**src/rtl/sdram_line_reader.sv**
```systemverilog
// sdram_line_reader: fetches one VGA line from SDRAM over Avalon-MM and streams its bytes into vga_fifo
module sdram_line_reader #(
    parameter int          LINE_PIXELS = 1024,
    parameter int          FRAME_LINES = 768,
    parameter logic [24:0] BASE_ADDR   = 25'h0,
    parameter int          MAX_OUTST   = 8
) (
    input  logic        iCLK,
    input  logic        iRST,
    input  logic        iLOAD_REQ,
    input  logic [12:0] iLINE_ID,
    input  logic [3:0]  iFRAME,
    output logic        oRD_EN,
    output logic [24:0] oRD_ADDR,
    input  logic        iWAIT_REQUEST,
    input  logic [15:0] iRD_DATA,
    input  logic        iRD_DATAVALID,
    input  logic        iFIFO_AFULL,
    output logic        oWCLK,
    output logic [7:0]  oWDATA,
    output logic        oWEN,
    output logic        oBUSY,
    output logic        oDONE,
    output logic        oOVERRUN
);
    localparam int WPL = LINE_PIXELS / 2;
    localparam int FW  = WPL * FRAME_LINES;
    localparam int PW  = $clog2(MAX_OUTST);
    localparam int OW  = PW + 1;

    typedef enum logic [1:0] {IDLE, ISSUE, DRAIN} state_t;
    state_t r_state, w_next;

    logic [2:0]    r_sync;
    logic [24:0]   r_base, r_wc;
    logic          r_hold;
    logic [OW-1:0] r_outst, r_cnt;
    logic [PW-1:0] r_wp, r_rp;
    logic [15:0]   r_mem [MAX_OUTST];
    logic          r_phase, r_wen, r_done, r_ovr;
    logic [7:0]    r_wdata;
    logic          w_start, w_can, w_acc, w_last, w_push, w_pop, w_drained;
    logic [24:0]   w_base;

    assign w_start   = r_sync[1] & ~r_sync[2];
    assign w_base    = BASE_ADDR + 25'(iFRAME) * 25'(FW) + 25'(iLINE_ID) * 25'(WPL);
    // in-flight reads plus buffered words never exceed the skid depth, so overflow is impossible
    assign w_can     = (r_outst < OW'(MAX_OUTST)) && !iFIFO_AFULL && (r_outst + r_cnt < OW'(MAX_OUTST));
    assign oRD_EN    = (r_state == ISSUE) && (r_hold || w_can);
    assign oRD_ADDR  = r_base + r_wc;
    assign w_acc     = oRD_EN && !iWAIT_REQUEST;
    assign w_last    = r_wc == 25'(WPL - 1);
    assign w_push    = iRD_DATAVALID && (r_outst != '0);
    assign w_pop     = (r_cnt != '0) && r_phase;
    assign w_drained = (r_outst == '0) && (r_cnt == '0);
    assign oWCLK     = iCLK;
    assign oWDATA    = r_wdata;
    assign oWEN      = r_wen;
    assign oBUSY     = r_state != IDLE;
    assign oDONE     = r_done;
    assign oOVERRUN  = r_ovr;

    always_ff @(posedge iCLK or posedge iRST) begin
        if (iRST) r_state <= IDLE;
        else      r_state <= w_next;
    end

    always_comb begin
        w_next = r_state;
        if (r_state == IDLE && w_start)           w_next = ISSUE;
        if (r_state == ISSUE && w_acc && w_last)  w_next = DRAIN;
        if (r_state == DRAIN && w_drained)        w_next = IDLE;
    end

    always_ff @(posedge iCLK or posedge iRST) begin
        if (iRST) begin
            r_sync  <= '0;
            r_base  <= '0;
            r_wc    <= '0;
            r_hold  <= 1'b0;
            r_outst <= '0;
            r_cnt   <= '0;
            r_wp    <= '0;
            r_rp    <= '0;
            r_phase <= 1'b0;
            r_wen   <= 1'b0;
            r_wdata <= '0;
            r_done  <= 1'b0;
            r_ovr   <= 1'b0;
            for (int i = 0; i < MAX_OUTST; i++) r_mem[i] <= '0;
        end else begin
            r_sync  <= {r_sync[1:0], iLOAD_REQ};
            // Avalon requires a stalled request to stay asserted even if the issue condition lapses
            r_hold  <= oRD_EN && iWAIT_REQUEST;
            r_ovr   <= w_start && (r_state != IDLE);
            r_done  <= (r_state == DRAIN) && w_drained;
            if (r_state == IDLE && w_start) begin
                r_base <= w_base;
                r_wc   <= '0;
            end else if (w_acc) begin
                r_wc <= r_wc + 25'd1;
            end
            r_outst <= r_outst + OW'(w_acc) - OW'(w_push);
            if (w_push) begin
                r_mem[r_wp] <= iRD_DATA;
                r_wp        <= r_wp + 1'b1;
            end
            r_cnt <= r_cnt + OW'(w_push) - OW'(w_pop);
            if (w_pop) r_rp <= r_rp + 1'b1;
            r_wen <= r_cnt != '0;
            if (r_cnt != '0) begin
                r_wdata <= r_phase ? r_mem[r_rp][15:8] : r_mem[r_rp][7:0];
                r_phase <= ~r_phase;
            end
        end
    end
endmodule

```
**config.mk**
```make
export PLATFORM = sky130hd
export DESIGN_NAME = sdram_line_reader
export DESIGN_NICKNAME = d
export VERILOG_FILES = /design/src/rtl/sdram_line_reader.sv
export SDC_FILE = /design/constraint.sdc
export NUM_CORES = 1
export LEC_CHECK = 0
export BUFFER_PORTS_ARGS = -buffer_cell sky130_fd_sc_hd__buf_2
export CAP_MARGIN = 30
export CORE_AREA = 2 2 152 154
export CTS_BUF_LIST = sky130_fd_sc_hd__clkbuf_8 sky130_fd_sc_hd__clkbuf_16
export CTS_CLUSTER_SIZE = 16
export DETAILED_ROUTE_END_ITERATION = 10
export DIE_AREA = 0 0 154 156
export PLACE_DENSITY = 0.64
export SLEW_MARGIN = 10
export SYNTH_ARGS = -nofsm -noshare
export SYNTH_HDL_FRONTEND = slang
export SYNTH_SLANG_ARGS = --single-unit
```
**constraint.sdc**
```tcl
create_clock -name iCLK -period 6 [get_ports iCLK]
set_input_delay 0.3 -clock iCLK [delete_from_list [all_inputs] [get_ports iCLK]]
set_output_delay 0.3 -clock iCLK [all_outputs]
set_load 0.005 [all_outputs]
```
==> reports/qor.yml <==
outcome: "finished clean"
grt_pass1_vias: 6750
synth_area_um2: 10150
vdd_drop_max_v: 0.0003038
routed_wl_um: 21850
rows: 55
critPathKind: "clock port to output pin"
powerDensity_nw_per_um2: 467.4
drtPass1Iterations: 4
fin_util: 0.5228
grt_pass1_wl_um: 36050
async_reset_ff_frac: 1.000
tritoncts: "built"
die_h_um: 156
crit_path_max_fanout: 2
drc: 0
finalNonFillerCells: 1202
clkLatencyLatePin_ns: 0.55
rsz0062_at_grt: "no"
min_path_type: "input port to flip-flop"
die_area_um2: 24020
vias: 6621
io_buffers: 77
antenna_found_initial: 0
yosysMostFrequentCell: "dfrtp_1"
grt_overflow: 0
p_leak_nw: 5.175
synth_common_cells: "dfrtp_1 (200), mux2_2 (137), nand2_1 (66)"
dp_hpwl_um: 14360
synth_cell_type_count: 52
post_cts_buffers: 0
arrival_ns: 3.36
synth_nets: 908
drv_cap: 0
hold_viol_final: 0
synth_top_cell_by_area: "dfrtp_1"
start_util: 0.4540
fp.dieW_um: 154
yosysSeqAreaShare: 0.4929
grt_start_max_net_pins: 141
synth.area.top_cells: "dfrtp_1 (49%), mux2_2 (15%), mux4_2 (7.1%)"
ys_ff_latch: 200
grt_util_all_layers: 0.1936
dp.cells: 1154
path_clk_slew_ns: 0.08
fin_skew_ns: 0.01314
setup_violations: 0
cts.repair.resized: 0
drive_above_1_share: 0.3391
fill_cells: 1944
yosysWarnings: 0
antennaDiodeCount: 0
slew_viol_final: 0
slew_headroom: 0.3855
nNetsFinal: 988
synth_top_area_share: 0.4929
critPathRequiredTime_ns: 5.70
via_per_inst: 5.508
synth_area_per_cell_um2: 12.32
areaGrowthSynthToFinish_pct: 15.14
start_kind: "clock port"
io-pin-count: 78
first_iter_violations: 297
worst_pin_slew_ns: 0.9168
post_drt_wl_per_cell_um: 18.18
ys.flop_type: "dfrtp_1"
tns_ns: 0
gp_congestion: 0.7853
syn_inst: 824
core_um2: 22370
drtAntennaViolNets: 0
end_kind: "output pin"
synth_edf_count: 0
-- metal layers --
layer,vias up,GRT usage,wire [µm],part of all wire
li1,3146,-,-,-
met1,3337,0.2437,9589,0.44
met2,116,0.3306,11090,0.51
met3,22,0.04222,768,0.035
met4,0,0.07032,404,0.018
met5,-,0,0,0
-- layout by cell type, fill, tap and decap left out, types with 7 or more instances in the layout --
cell,n
mux2_2,137
xnor2_1,20
ha_1,40
clkbuf_16,20
o21ai_0,25
or3_1,7
buf_4,9
nor3_1,9
buf_2,77
inv_1,32
o211ai_1,12
mux4_2,32
o22ai_1,8
a211oi_1,11
nor2b_1,12
dfrtp_1,198
nand2_1,66
a21oi_1,28
dlygate4sd3_1,11
o31ai_1,10
nor2_1,39
nand3_1,12
-- area by class of cell --
cell class | instances | area (µm²) | share of cell area
clock buffers | 21 | 505.5 | 0.04323
clock inverters | 15 | 196.4 | 0.01680
inverters | 34 | 135.1 | 0.01156
multi-input cells | 544 | 4785 | 0.4092
flip-flops and latches | 200 | 5007 | 0.4282
well taps | 285 | 356.6 | 0.03050
repair buffers | 103 | 706.9 | 0.06046
-- stage by stage --
step	total power, mW	hold WS (ns)	worst slack, ns	instance area [µm²]
after floorplan	3.716	0.3312	0.2460	10150
after global routing	5.817	0.07753	2.329	11690
after CTS	5.530	0.007436	2.332	11650
after global placement	4.105	0.3359	2.598	10730
after detailed placement	4.216	0.3524	2.598	10850
final	5.465	0.07843	2.338	11690
-- registers in the layout (all words and copies together), names as in the netlist, 4 cells and up --
signal   cells
oWDATA       8
r_base      15
r_cnt        4
r_mem      128
r_outst      4
r_wc        25
-- cell families (layout without fill, tap and decap cells) --
kind of cell,Yosys count,count (layout),synth area share
flops,200,200,0.4929
fa+ha+maj,45,45,0.05914
simple gates,182,182,0.08736
xor+xnor,25,25,0.02156
compound gates,117,117,0.07319
buf+inv,80,173,0.03709
mux,175,175,0.2288
-- timing repair --
| item | 4_1_cts | 5_1_grt |
|---|---|---|
| setup endpoints to repair | 0 | 0 |
| hold buffers | 10 | 1 |
| hold endpoints to repair | 10 | 24 |
-- power breakdown --
part           internal (mW)  switching, mW  leakage, nW
clock                  0.694          0.599        0.344
combinational           1.14          0.786         2.46
sequential              1.89          0.349         2.37
total                   3.73           1.73         5.17
-- worst paths after layout --
check / cells after the start / slack [ns] / start / to
min in group asynchronous: 3 / 0.24 / iRST / r_base[14]$_DFFE_PP0P_
min reg2reg: 0 / 0.36 / r_sync[0]$_DFF_PP0_ / r_sync[1]$_DFF_PP0_
max: 3 / 2.34 / iCLK / oWCLK
max in group asynchronous: 5 / 4.21 / iRST / oWDATA[2]$_DFFE_PP0N_
min: 2 / 0.08 / iRD_DATA[12] / r_mem[12]$_DFFE_PP0P_
max reg2reg: 11 / 3.21 / r_cnt[2]$_DFF_PP0_ / r_cnt[2]$_DFF_PP0_
-- worst max-delay path, cell delays in order --
cell,delay (ns)
clkbuf_16,0.12
clkbuf_16,0.13
buf_2,0.11
Power figures use the tool's default switching activity.
